## config.mk

```make
export PLATFORM = sky130hd
export DESIGN_NAME = dense_argmax_flat
export DESIGN_NICKNAME = d
export VERILOG_FILES = /design/src/rtl/dense_argmax_if.sv /design/src/rtl/dense_argmax.sv /design/src/flat_wrapper.sv
export SDC_FILE = /design/constraint.sdc
export NUM_CORES = 1
export LEC_CHECK = 0
export ABC_AREA = 1
export CAP_MARGIN = 30
export CORE_UTILIZATION = 55
export CTS_BUF_LIST = sky130_fd_sc_hd__clkbuf_8
export DETAILED_ROUTE_END_ITERATION = 6
export PLACE_DENSITY = 0.86
export SKIP_CTS_REPAIR_TIMING = 1
export SLEW_MARGIN = 20
export SYNTH_ARGS = -nofsm -noshare
export SYNTH_HDL_FRONTEND = slang
export SYNTH_SLANG_ARGS = --single-unit
```

## constraint.sdc

```tcl
create_clock -name clk -period 5.5 [get_ports clk]
set_input_delay 0.825 -clock clk [delete_from_list [all_inputs] [get_ports clk]]
set_output_delay 0.825 -clock clk [all_outputs]
set_load 0.05 [all_outputs]
```

## src/rtl/dense_argmax_if.sv

```systemverilog
// dense_argmax_if: start/done handshake and score-buffer read port shared
// between the layer sequencer (master) and the argmax stage (slave).
interface dense_argmax_if #(
  parameter int ADR_WIDTH = 4,
  parameter int DATA_SIZE = 32
);
  logic                 start;
  logic                 done;
  logic [ADR_WIDTH-1:0] bufferIn_adr;
  logic [DATA_SIZE-1:0] bufferIn_data;

  modport master (
    output start,
    input  done,
    input  bufferIn_adr,
    output bufferIn_data
  );

  modport slave (
    input  start,
    output done,
    output bufferIn_adr,
    input  bufferIn_data
  );
endinterface

```

## src/rtl/dense_argmax.sv

```systemverilog
// dense_argmax: scans the dense-layer score buffer and reports the index of
// the largest signed score as the predicted class.
// Optional feature macro: DENSE_ARGMAX_SCORE_OUT_EN adds the scoreOut port
// carrying the winning score.
module dense_argmax #(
  parameter int CLASS_COUNT = 10,
  parameter int DATA_SIZE   = 32,
  parameter int ADR_WIDTH   = 4,
  parameter int CLASS_WIDTH = 4
) (
  input  logic                   clk,
  input  logic                   rst,
  dense_argmax_if.slave          axisif,
  output logic [CLASS_WIDTH-1:0] classOut,
  output logic                   busy
`ifdef DENSE_ARGMAX_SCORE_OUT_EN
  ,
  output logic [DATA_SIZE-1:0]   scoreOut
`endif
);

  typedef enum logic [1:0] {
    IDLE = 2'd0,
    SCAN = 2'd1,
    DONE = 2'd2
  } state_t;

  localparam logic [ADR_WIDTH-1:0] LAST_IDX = ADR_WIDTH'(CLASS_COUNT - 1);

  state_t                       r_state;
  state_t                       w_next_state;
  logic [ADR_WIDTH-1:0]         r_cnt;
  logic [ADR_WIDTH-1:0]         r_adr;
  logic signed [DATA_SIZE-1:0]  r_best_val;
  logic [CLASS_WIDTH-1:0]       r_best_idx;
  logic [CLASS_WIDTH-1:0]       r_class;
  logic                         r_done;
  logic                         r_busy;
  logic                         w_take;
  logic                         w_last;
  logic signed [DATA_SIZE-1:0]  w_data;
  logic signed [DATA_SIZE-1:0]  w_cand_val;
  logic [CLASS_WIDTH-1:0]       w_cand_idx;

  assign w_data              = $signed(axisif.bufferIn_data);
  assign axisif.bufferIn_adr = r_adr;
  assign axisif.done         = r_done;
  assign classOut            = r_class;
  assign busy                = r_busy;

  // State register.
  always_ff @(posedge clk or negedge rst) begin
    if (!rst) begin
      r_state <= IDLE;
    end else begin
      r_state <= w_next_state;
    end
  end

  // Next-state decode plus the compare that picks the running best score.
  always_comb begin
    w_next_state = r_state;
    w_take       = 1'b0;
    w_last       = 1'b0;
    case (r_state)
      IDLE: begin
        if (axisif.start) begin
          w_next_state = SCAN;
        end else begin
          w_next_state = IDLE;
        end
      end
      SCAN: begin
        // Index 0 always seeds the best value; afterwards only a strictly
        // larger score replaces it, so ties keep the lowest index.
        w_take = (r_cnt == '0) || (w_data > r_best_val);
        if (r_cnt == LAST_IDX) begin
          w_last       = 1'b1;
          w_next_state = DONE;
        end else begin
          w_next_state = SCAN;
        end
      end
      DONE: begin
        w_next_state = IDLE;
      end
      default: begin
        w_next_state = IDLE;
      end
    endcase
    if (w_take) begin
      w_cand_val = w_data;
      w_cand_idx = CLASS_WIDTH'(r_cnt);
    end else begin
      w_cand_val = r_best_val;
      w_cand_idx = r_best_idx;
    end
  end

  // Scan counter, buffer address, running best, and registered outputs.
  always_ff @(posedge clk or negedge rst) begin
    if (!rst) begin
      r_cnt      <= '0;
      r_adr      <= '0;
      r_best_val <= '0;
      r_best_idx <= '0;
      r_class    <= '0;
      r_done     <= 1'b0;
      r_busy     <= 1'b0;
    end else begin
      r_done <= (w_next_state == DONE);
      r_busy <= (w_next_state != IDLE);
      case (r_state)
        IDLE: begin
          r_cnt <= '0;
          // Address keeps its last value while idle and rewinds only when
          // a new scan is accepted.
          if (axisif.start) begin
            r_adr <= '0;
          end
        end
        SCAN: begin
          r_best_val <= w_cand_val;
          r_best_idx <= w_cand_idx;
          if (w_last) begin
            r_class <= w_cand_idx;
          end else begin
            r_cnt <= r_cnt + ADR_WIDTH'(1);
            r_adr <= r_cnt + ADR_WIDTH'(1);
          end
        end
        DONE: begin
          r_cnt <= '0;
        end
        default: begin
          r_cnt <= '0;
        end
      endcase
    end
  end

`ifdef DENSE_ARGMAX_SCORE_OUT_EN
  logic [DATA_SIZE-1:0] r_score;
  assign scoreOut = r_score;

  // Winning score, captured alongside classOut on the edge entering DONE.
  always_ff @(posedge clk or negedge rst) begin
    if (!rst) begin
      r_score <= '0;
    end else if ((r_state == SCAN) && w_last) begin
      r_score <= w_cand_val;
    end
  end
`endif

endmodule

```

## src/flat_wrapper.sv

```systemverilog
// flat-port wrapper written by rule: the top's interface ports become plain ports
module dense_argmax_flat 
#(
  parameter int CLASS_COUNT = 10,
  parameter int DATA_SIZE   = 32,
  parameter int ADR_WIDTH   = 4,
  parameter int CLASS_WIDTH = 4
)
  (clk, rst, classOut, busy, axisif_start, axisif_done, axisif_bufferIn_adr, axisif_bufferIn_data);
  dense_argmax_if #(.ADR_WIDTH(ADR_WIDTH), .DATA_SIZE(DATA_SIZE)) axisif_i ();
  input  logic clk;
  input  logic rst;
  output logic [CLASS_WIDTH-1:0] classOut;
  output logic busy;
  input wire logic [$bits(axisif_i.start)-1:0] axisif_start;
  output wire logic [$bits(axisif_i.done)-1:0] axisif_done;
  output wire logic [$bits(axisif_i.bufferIn_adr)-1:0] axisif_bufferIn_adr;
  input wire logic [$bits(axisif_i.bufferIn_data)-1:0] axisif_bufferIn_data;
  assign axisif_i.start = axisif_start;
  assign axisif_done = axisif_i.done;
  assign axisif_bufferIn_adr = axisif_i.bufferIn_adr;
  assign axisif_i.bufferIn_data = axisif_bufferIn_data;
  dense_argmax #(.CLASS_COUNT(CLASS_COUNT), .DATA_SIZE(DATA_SIZE), .ADR_WIDTH(ADR_WIDTH), .CLASS_WIDTH(CLASS_WIDTH)) u_core (.clk(clk), .rst(rst), .axisif(axisif_i), .classOut(classOut), .busy(busy));
endmodule
```

==> results of run 1 <==
[cells in the final DEF, fill, tap and decap left out, drive strengths merged]
| cell | count |
|---|---|
| a31o | 1 |
| nand3 | 16 |
| nand4 | 2 |
| mux2 | 1 |
| and2 | 4 |
| o22ai | 1 |
| ha | 35 |
| nor2 | 47 |
| a21oi | 46 |
| inv | 58 |
| xnor2 | 1 |
| buf | 2 |
| nand2 | 59 |
| o21ai | 6 |
| clkbuf | 5 |
| clkdlybuf4s50 | 43 |
| a21o | 1 |
| o21a | 2 |
| dfrtp | 52 |
[through the flow]
step	hold slack [ns]	worst slack, ns	instance area (sq um)	utilization (%)
final	0.488	2.32	3510	68.7
after global routing	0.543	2.08	3510	68.7
after CTS	0.498	2.31	3510	68.7
after detailed placement	0.469	1.97	3410	66.8
after global placement	0.473	2.10	3410	66.8
after floorplan	0.457	3.10	2930	-
[worst max-delay path, stage by stage]
cell,delay [ns]
clkdlybuf4s50_1,0.46
ha_1,0.37
a21oi_1,0.18
o21a_1,0.14
nand2_1,0.05
a21oi_1,0.16
nand3_1,0.11
nand3_2,0.11
nand2_4,0.07
nand2_4,0.57
nand2_1,0.16
nand3_1,0.12
nand2_1,0.06
[final timing paths]
check | start | endpoint | slack (ns) | depth (start not counted)
max reg2reg | u_core.r_best_val[31]$_DFFE_PN0P_ | u_core.classOut[1]$_DFFE_PN0P_ | 2.92 | 13
min in group asynchronous | rst | u_core.r_best_val[21]$_DFFE_PN0P_ | 0.61 | 2
max | axisif_bufferIn_data[31] | u_core.classOut[1]$_DFFE_PN0P_ | 2.32 | 13
min reg2reg | u_core.classOut[0]$_DFFE_PN0P_ | u_core.classOut[0]$_DFFE_PN0P_ | 0.49 | 2
min | u_core.classOut[0]$_DFFE_PN0P_ | u_core.classOut[0]$_DFFE_PN0P_ | 0.49 | 2
max in group asynchronous | rst | u_core.r_best_val[8]$_DFFE_PN0P_ | 4.43 | 2
[cell families after synthesis]
group                    count (synthesis)
AND/OR/NAND/NOR                        128
buffers and inverters                   62
AO/OA/AOI/OAI                           57
flip-flops                              52
adder cells (fa/ha/maj)                 35
XOR/XNOR                                 1
multiplexers                             1
[per-layer routing]
layer | share of wire (%) | track usage [%] | vias up
li1 | - | - | 1153
met1 | 45 | 25.9 | 992
met2 | 50 | 38.9 | 36
met3 | 4.3 | 4.28 | 7
met4 | 1.1 | 6.71 | 0
met5 | 0 | 0 | -
[sequential cells by signal (all words and copies together) (netlist names)]
signal,cells
u_core.r_best_val,32
u_core.r_best_idx,4
u_core.r_state,2
u_core.r_cnt,4
u_core.busy,1
u_core.axisif.done,1
u_core.classOut,4
u_core.axisif.bufferIn_adr,4
[layout make-up]
class	instances	area [sq um]
clock inverters	3	28.8
multi-input cells	222	1370
flip-flops and latches	52	1300
well taps	70	87.6
clock buffers	5	68.8
fillers	419	1600
inverters	55	206
repair buffers	45	443
[power by group through the flow]
stage                     Sequential, uW  Clock [uW]  Combinational (uW)
after floorplan                      742           0                 935
after global placement               642           0                1190
after detailed placement             650           0                1240
after CTS                            641         247                1250
after global routing                 661         266                1410
final                                640         242                1240
==> results.cfg, run 1 <==
[floorplan]
die_x_um = 75.0
die_y_um = 75.0
num_rows = 26
ios = 45
fp.dieArea_sq_um = 5630
core_area_sq_um = 5110
start_util_pct = 57.4

[cells_and_area]
nNetsFinal = 451
area_growth_pct = 19.6
drive_gt1_share_pct = 9.69
instances_no_fill = 452
diodes = 0

[synth]
syn_area_sq_um = 2930
yosys-top-cells-count = nand2_1, inv_1, dfrtp_1
synth_fa_ha_area_share_pct = 14.9
syn-num-nets = 406
yosys.area.top_type_share_pct = 44.4
synth_xor_area_share_pct = 0.299
yosys_register_bits = 52
synth.most_common_cell = nand2_1
synthSimpleGateAreaFrac_pct = 18.4
yosysTopAreaCell = dfrtp_1
synth_top_family_by_area = simple AND/OR/NAND/NOR gates
ys_types = 22
yosys-top-cells-area = dfrtp_1, ha_1, nand2_1
netlist_instances = 336
async_flop_share_pct = 100
synthFlopType = dfrtp_1
yosys_warnings = 0
synthMuxAreaShare_pct = 0.384
synth_compound_area_share_pct = 12.7
ys_seq_area_share_pct = 44.4
syn_area_per_cell_sq_um = 8.73
synth_edf_count = 0

[power]
worst_ir_drop_vdd_mv = 0.410
leakage_uw = 0.00182
intPower_uw = 1110
pwr-share-comb_pct = 58.4
p_switching_uw = 1010
pwr-share-seq_pct = 30.2
clockPowerShare_pct = 11.4
p_total_uw = 2120
powerDensity_nw_per_um2 = 604
netSwitchingFraction_pct = 47.4

[setup_path]
crit_fanout = 68
required_ns = 5.71
endpoint_kind = flop
arrival_ns = 3.39
path_class = primary input to flop
start_kind = primary input

[global_route]
grt_max_degree = 69
grt_usage_pct = 21.6
grt_pass1_wl_mm = 9.09
antenna_found_initial = 0
grt_overflow = 0
grt_pass1_vias = 2125

[placement]
dp.cells = 444
hpwl_mm = 3.90
io_buffer_count = 44
gp_congestion = 0.778

[run]
maxCapViolations = 0

[clocking]
clock-root-buffer = clkbuf_8
cts_sinks = 52
clockBufferDepth = 2
worstSkewPairLatency_ns = 0.32
tritoncts = done
clk_pin_slew_ns = 0.10
cts_max_level = 2
cts_buffers = 5

[route]
drtAntennaViolNets = 0
drtIter0Drc = 110
wirelength_mm = 5.41
firstDrtPassIters = 4
wl_per_cell_um = 12.0
drcViolationCount = 0
viasPerCell = 4.84
dr_total_vias = 2188

[sta]
slew_violations = 0
setup_viol = 0
fin_skew_ns = 0.00940
slew_headroom_pct = 49.1
rsz0062_at_grt = false
timing.final.crit_share_pct = 57.8
tightest_slew_ns = 0.763
setup_tns_ns = 0
fin_crit_ns = 3.18
max_freq_mhz = 315
hold_viol_final = 0

[run_status]
status = finished, final reports clean

[hold_path]
hold_path_class = flop to flop
No activity file was read; power rests on OpenSTA's default activity.
==> run 2: changes to the inputs <==
--- a/config.mk
+++ b/config.mk
@@ -7,10 +7,10 @@
 export LEC_CHECK = 0
 export ABC_AREA = 1
 export CAP_MARGIN = 30
-export CORE_UTILIZATION = 55
+export CORE_UTILIZATION = 50
 export CTS_BUF_LIST = sky130_fd_sc_hd__clkbuf_8
 export DETAILED_ROUTE_END_ITERATION = 6
-export PLACE_DENSITY = 0.86
+export PLACE_DENSITY = 0.83
 export SKIP_CTS_REPAIR_TIMING = 1
 export SLEW_MARGIN = 20
 export SYNTH_ARGS = -nofsm -noshare
==> constraint.sdc (replaced) <==
create_clock -name clk -period 2.55 [get_ports clk]
set_input_delay 0.3825 -clock clk [delete_from_list [all_inputs] [get_ports clk]]
set_output_delay 0.3825 -clock clk [all_outputs]
set_load 0.05 [all_outputs]
==> run 2 against run 1 <==
Against the previous run:
- via count is 1.8% higher
- largest power group unchanged
- worst setup slack worse by 2.0 ns
- sequential power is 120% higher
- first-iteration DRC count decreased by 5.5%
- highest routed layer unchanged
- cell count increased by 2.7%
- sequential share of layout area down 1.0 points
- hold slack lost 0.33 ns
- power rose by 130%
- cell area up 2.8%
==> results.cfg, run 2 (synthesis results as in run 1) <==
[sta]
timing.final.crit_share_pct = 88.8
setup_tns_ns = 0
hold_viol_final = 0
hold_slack_ns = 0.162
max_freq_mhz = 442
tightest_slew_ns = 0.652
rsz0062_at_grt = false
fin_crit_ns = 2.26
slew_violations = 0
fin_skew_ns = 0.00689
slew_headroom_pct = 56.5
setup_viol = 0

[floorplan]
start_util_pct = 52.6
die_x_um = 78.6
ios = 45
num_rows = 27
core_area_sq_um = 5570
fp.dieArea_sq_um = 6180
die_y_um = 78.6

[placement]
io_buffer_count = 44
gp_congestion = 0.795
hpwl_mm = 4.10

[cells_and_area]
nFillCells = 451
area_growth_pct = 22.9
final_util_pct = 64.7
final_cell_mix = nand2_1, inv_1, dfrtp_1
mostFrequentLayoutCell = nand2_1
top_register = u_core.r_best_val
nNetsFinal = 461
drive_gt1_share_pct = 12.0
largest_reg_flops = 32
diodes = 0

[setup_path]
cp_cell_sequence = clkdlybuf4s50_1, ha_1, a21oi_1, o21ai_0, nand2_1, nand2_1, a21oi_1, nand3_1, nand3_2, nand2_4, nand2_4, buf_12, nor2_1, a21oi_1
arrival_ns = 2.49
crit_path_top_delay_cell = clkdlybuf4s50_1
required_ns = 2.78
path_buf_inv = 2
cp_common_cell = a21oi_1
max_stage_delay_ns = 0.44
path_class = primary input to flop
endpoint_kind = flop
start_kind = primary input
cp_top_family = buffers and inverters
crit_fanout = 22

[clocking]
clk_pin_slew_ns = 0.10
tritoncts = done
cts_max_level = 2
clock-root-buffer = clkbuf_8
cts_sinks = 52
cts_buffers = 5
worstSkewPairLatency_ns = 0.31
clockBufferDepth = 2

[global_route]
grt_usage_pct = 19.4
antenna_found_initial = 0
grt_pass1_wl_mm = 9.42
grt_max_degree = 53
grt_pass1_vias = 2257
grt_overflow = 0

[route]
wirelength_mm = 5.36
drtAntennaViolNets = 0
firstDrtPassIters = 4
dr_total_vias = 2227
drtIter0Drc = 104
viasPerCell = 4.80
drcViolationCount = 0
wl_per_cell_um = 11.5

[power]
p_switching_uw = 2210
clockPowerShare_pct = 9.8
netSwitchingFraction_pct = 45.4
leakage_uw = 0.00187
intPower_uw = 2650
pwr-share-seq_pct = 28.6
pwr-share-comb_pct = 61.6
powerDensity_nw_per_um2 = 1350
worst_ir_drop_vdd_mv = 0.939

[run]
maxCapViolations = 0

[run_status]
status = finished, final reports clean

[hold_path]
hold_path_class = primary input to async pin
run 2: final timing paths:
kind                                              startpoint  slack, ns  cells past startpoint                                 to
max                                 axisif_bufferIn_data[27]       0.29                     14  u_core.r_best_val[11]$_DFFE_PN0P_
min                                                      rst       0.16                      2  u_core.r_best_val[22]$_DFFE_PN0P_
max reg2reg                u_core.r_best_val[27]$_DFFE_PN0P_       0.41                     14  u_core.r_best_val[11]$_DFFE_PN0P_
min reg2reg                   u_core.classOut[0]$_DFFE_PN0P_       0.49                      2     u_core.classOut[0]$_DFFE_PN0P_
max in group asynchronous                                rst       1.94                      2   u_core.r_best_val[8]$_DFFE_PN0P_
min in group clk              u_core.classOut[0]$_DFFE_PN0P_       0.49                      2     u_core.classOut[0]$_DFFE_PN0P_
run 2: layout make-up:
class / count / area (sq um) / area share (%)
clock buffer: 5 / 68.8 / 1.91
inverter: 55 / 206 / 5.73
clock inverter: 3 / 23.8 / 0.659
tap: 72 / 90.1 / 2.50
timing repair buffer: 55 / 543 / 15.1
sequential: 52 / 1300 / 36.1
multi-input combinational: 222 / 1370 / 38.0
run 2: per-stage QoR:
step | cell area (sq um) | cells | total power, uW | setup WS, ns
floorplan | 2930 | 336 | 3620 | 0.592
global placement | 3510 | 456 | 4270 | 0.0644
detailed placement | 3510 | 456 | 4410 | -0.0253
CTS | 3600 | 464 | 4900 | 0.301
global route | 3600 | 464 | 5350 | 0.0610
finish | 3600 | 464 | 4850 | 0.287
run 2: power by group through the flow:
stage / Combinational [uW] / Sequential (uW) / Clock (uW)
6_report: 2990 / 1390 / 475
5_1_grt: 3400 / 1420 / 525
4_1_cts: 3020 / 1390 / 493
3_5_place_dp: 3000 / 1400 / 0
3_3_place_gp: 2880 / 1390 / 0
2_1_floorplan: 2020 / 1600 / 0
run 2: metal layers:
layer	track usage, %	wire, um	share of wire (%)	vias up
met5	0	0	0	-
met1	22.3	2450	46	1009
li1	-	-	-	1175
met2	35.1	2610	49	33
met4	7.22	89	1.7	0
met3	3.95	205	3.8	10
==> run 3: changes to the inputs <==
--- a/config.mk
+++ b/config.mk
@@ -7,10 +7,11 @@
 export LEC_CHECK = 0
 export ABC_AREA = 1
 export CAP_MARGIN = 30
-export CORE_UTILIZATION = 50
+export CORE_UTILIZATION = 55
 export CTS_BUF_LIST = sky130_fd_sc_hd__clkbuf_8
 export DETAILED_ROUTE_END_ITERATION = 6
-export PLACE_DENSITY = 0.83
+export DONT_BUFFER_PORTS = 1
+export PLACE_DENSITY = 0.78
 export SKIP_CTS_REPAIR_TIMING = 1
 export SLEW_MARGIN = 20
 export SYNTH_ARGS = -nofsm -noshare
==> run 3 against run 2 <==
Against the previous run:
- wire length is 3.1% lower
- sequential power is 17% higher
- flip-flop and latch count stayed put
- clock skew is 0.0070 ns higher
- largest power group unchanged
- global-route usage is 0.39 points higher
- combinational power is 17% lower
- hold slack better by 0.049 ns
- cell count is 11% lower
- die area is 8.9% lower
- cell area is 12% lower
- clock-buffer cell count is 1 higher
==> results.cfg, run 3 (synthesis results as in run 1) <==
[route]
wl_met3_um = 243
wl_per_cell_um = 12.5
met2_length_mm = 2.60
drtIter0Drc = 70
wl_met1_mm = 2.26
viasPerCell = 5.04
drcViolationCount = 0
firstDrtPassIters = 4
top_layer_used = met4
wirelength_mm = 5.19
dr_total_vias = 2085
drtAntennaViolNets = 0

[cells_and_area]
area_growth_pct = 8.70
drive_gt1_share_pct = 11.9
diodes = 0
design_area_sq_um = 3190
nNetsFinal = 413
mostFrequentLayoutCell = nand2_1
top_register = u_core.r_best_val
largest_reg_flops = 32
final_cell_mix = nand2_1, inv_1, dfrtp_1

[power]
netSwitchingFraction_pct = 46.5
pwr-share-seq_pct = 34.5
p_total_uw = 4700
worst_ir_drop_vdd_mv = 1.04
p_switching_uw = 2180
powerDensity_nw_per_um2 = 1470
leakage_uw = 0.00170
pwr-share-comb_pct = 52.7
clockPowerShare_pct = 12.8
intPower_uw = 2510

[placement]
hpwl_mm = 3.82
postPlaceCellArea_sq_um = 3010
io_buffer_count = 0
gp_congestion = 0.751
pre_cts_ws_ns = 0.164

[setup_path]
cp_cell_sequence = inv_1, ha_1, a21oi_1, o21a_1, nand2_1, a21oi_1, nand2_1, nand2_1, nand3_2, nand2_4, nand2_8, buf_4, nor2_1, a21oi_1
crit_path_top_delay_cell = dfrtp_1
arrival_ns = 2.45
cp_top_family = simple AND/OR/NAND/NOR gates
path_buf_inv = 2
path_class = flop to flop
start_kind = flop
crit_fanout = 15
endpoint_kind = flop
max_stage_delay_ns = 0.39
required_ns = 2.75

[sta]
slew_headroom_pct = 68.1
rsz0062_at_grt = false
max_freq_mhz = 444
setup_tns_ns = 0
fin_ws_ns = 0.300
timing.final.crit_share_pct = 88.2
slew_violations = 0
tightest_slew_ns = 0.479
setup_viol = 0
fin_skew_ns = 0.0139
hold_viol_final = 0
fin_crit_ns = 2.25

[clocking]
worstSkewPairLatency_ns = 0.31
clockBufferDepth = 2
cts_sinks = 52
clk_pin_slew_ns = 0.11
tritoncts = done
cts_max_level = 2
cts_buffers = 5
clock-root-buffer = clkbuf_8

[global_route]
antenna_found_initial = 0
grt_usage_pct = 19.8
grt_max_degree = 53
grt_pass1_wl_mm = 8.38
grt_overflow = 0
grt_pass1_vias = 2022

[floorplan]
core_area_sq_um = 5110
die_x_um = 75.0
ios = 45
fp.dieArea_sq_um = 5630
start_util_pct = 57.4
num_rows = 26
die_y_um = 75.0

[run_status]
status = finished, final reports clean

[run]
maxCapViolations = 0

[hold_path]
hold_path_class = primary input to flop
[run 3: cell count changes in the layout (fill, tap and decap cells not counted), sizes merged]
cell           delta
clkdlybuf4s50    -43
clkbuf            +1
clkinvlp          -2
bufinv            +1
dlygate4sd3       +1
buf               -7
nand2             +1
[run 3: path summary, 6_finish.rpt]
check / from / to / slack [ns] / depth (start not counted)
max in group asynchronous: rst / u_core.r_best_val[2]$_DFFE_PN0P_ / 1.74 / 2
min in group asynchronous: rst / u_core.r_best_val[22]$_DFFE_PN0P_ / 0.57 / 2
min reg2reg: u_core.r_best_val[0]$_DFFE_PN0P_ / u_core.r_best_val[0]$_DFFE_PN0P_ / 0.51 / 2
min: axisif_bufferIn_data[25] / u_core.r_best_val[25]$_DFFE_PN0P_ / 0.21 / 2
max reg2reg: u_core.r_best_val[31]$_DFFE_PN0P_ / u_core.r_best_val[6]$_DFFE_PN0P_ / 0.30 / 14
max: u_core.r_best_val[31]$_DFFE_PN0P_ / u_core.r_best_val[6]$_DFFE_PN0P_ / 0.30 / 14
[run 3: stage by stage]
stage / utilization (%) / hold WS [ns] / cells
floorplan: - / 0.0869 / 336
global placement: 58.9 / 0.0883 / 403
detailed placement: 58.9 / 0.0883 / 403
CTS: 61.3 / -0.259 / 411
global route: 62.4 / 0.214 / 414
finish: 62.4 / 0.211 / 414
[run 3: worst register-to-register path: stages (launching register included)]
cell and delay (ns):
dfrtp_1 0.39, inv_1 0.09, ha_1 0.27, a21oi_1 0.18, o21a_1 0.14, nand2_1 0.05, a21oi_1 0.18, nand2_1 0.08
nand2_1 0.07, nand3_2 0.08, nand2_4 0.14, nand2_8 0.12, buf_4 0.20, nor2_1 0.11, a21oi_1 0.05
[run 3: power by group through the flow]
stage | registers (uW) | logic (uW) | clock network, uW
5_1_grt | 1670 | 2850 | 637
3_5_place_dp | 1640 | 2370 | 0
4_1_cts | 1630 | 2390 | 615
3_3_place_gp | 1630 | 2270 | 0
2_1_floorplan | 1600 | 2020 | 0
6_report | 1620 | 2480 | 603
[run 3: metal layers]
| layer | vias up | GRT usage [%] |
|---|---|---|
| li1 | 1079 | - |
| met1 | 959 | 22.7 |
| met2 | 37 | 35.6 |
| met3 | 10 | 3.88 |
| met4 | 0 | 9.01 |
| met5 | - | 0 |
[run 3: final cells by class]
type / count / area, sq um
Fill cell: 435 / 1920
Multi-Input combinational cell: 223 / 1390
Sequential cell: 52 / 1300
Inverter: 55 / 206
Tap cell: 70 / 87.6
Clock buffer: 6 / 82.6
Timing Repair Buffer: 6 / 80.1
Clock inverter: 2 / 38.8
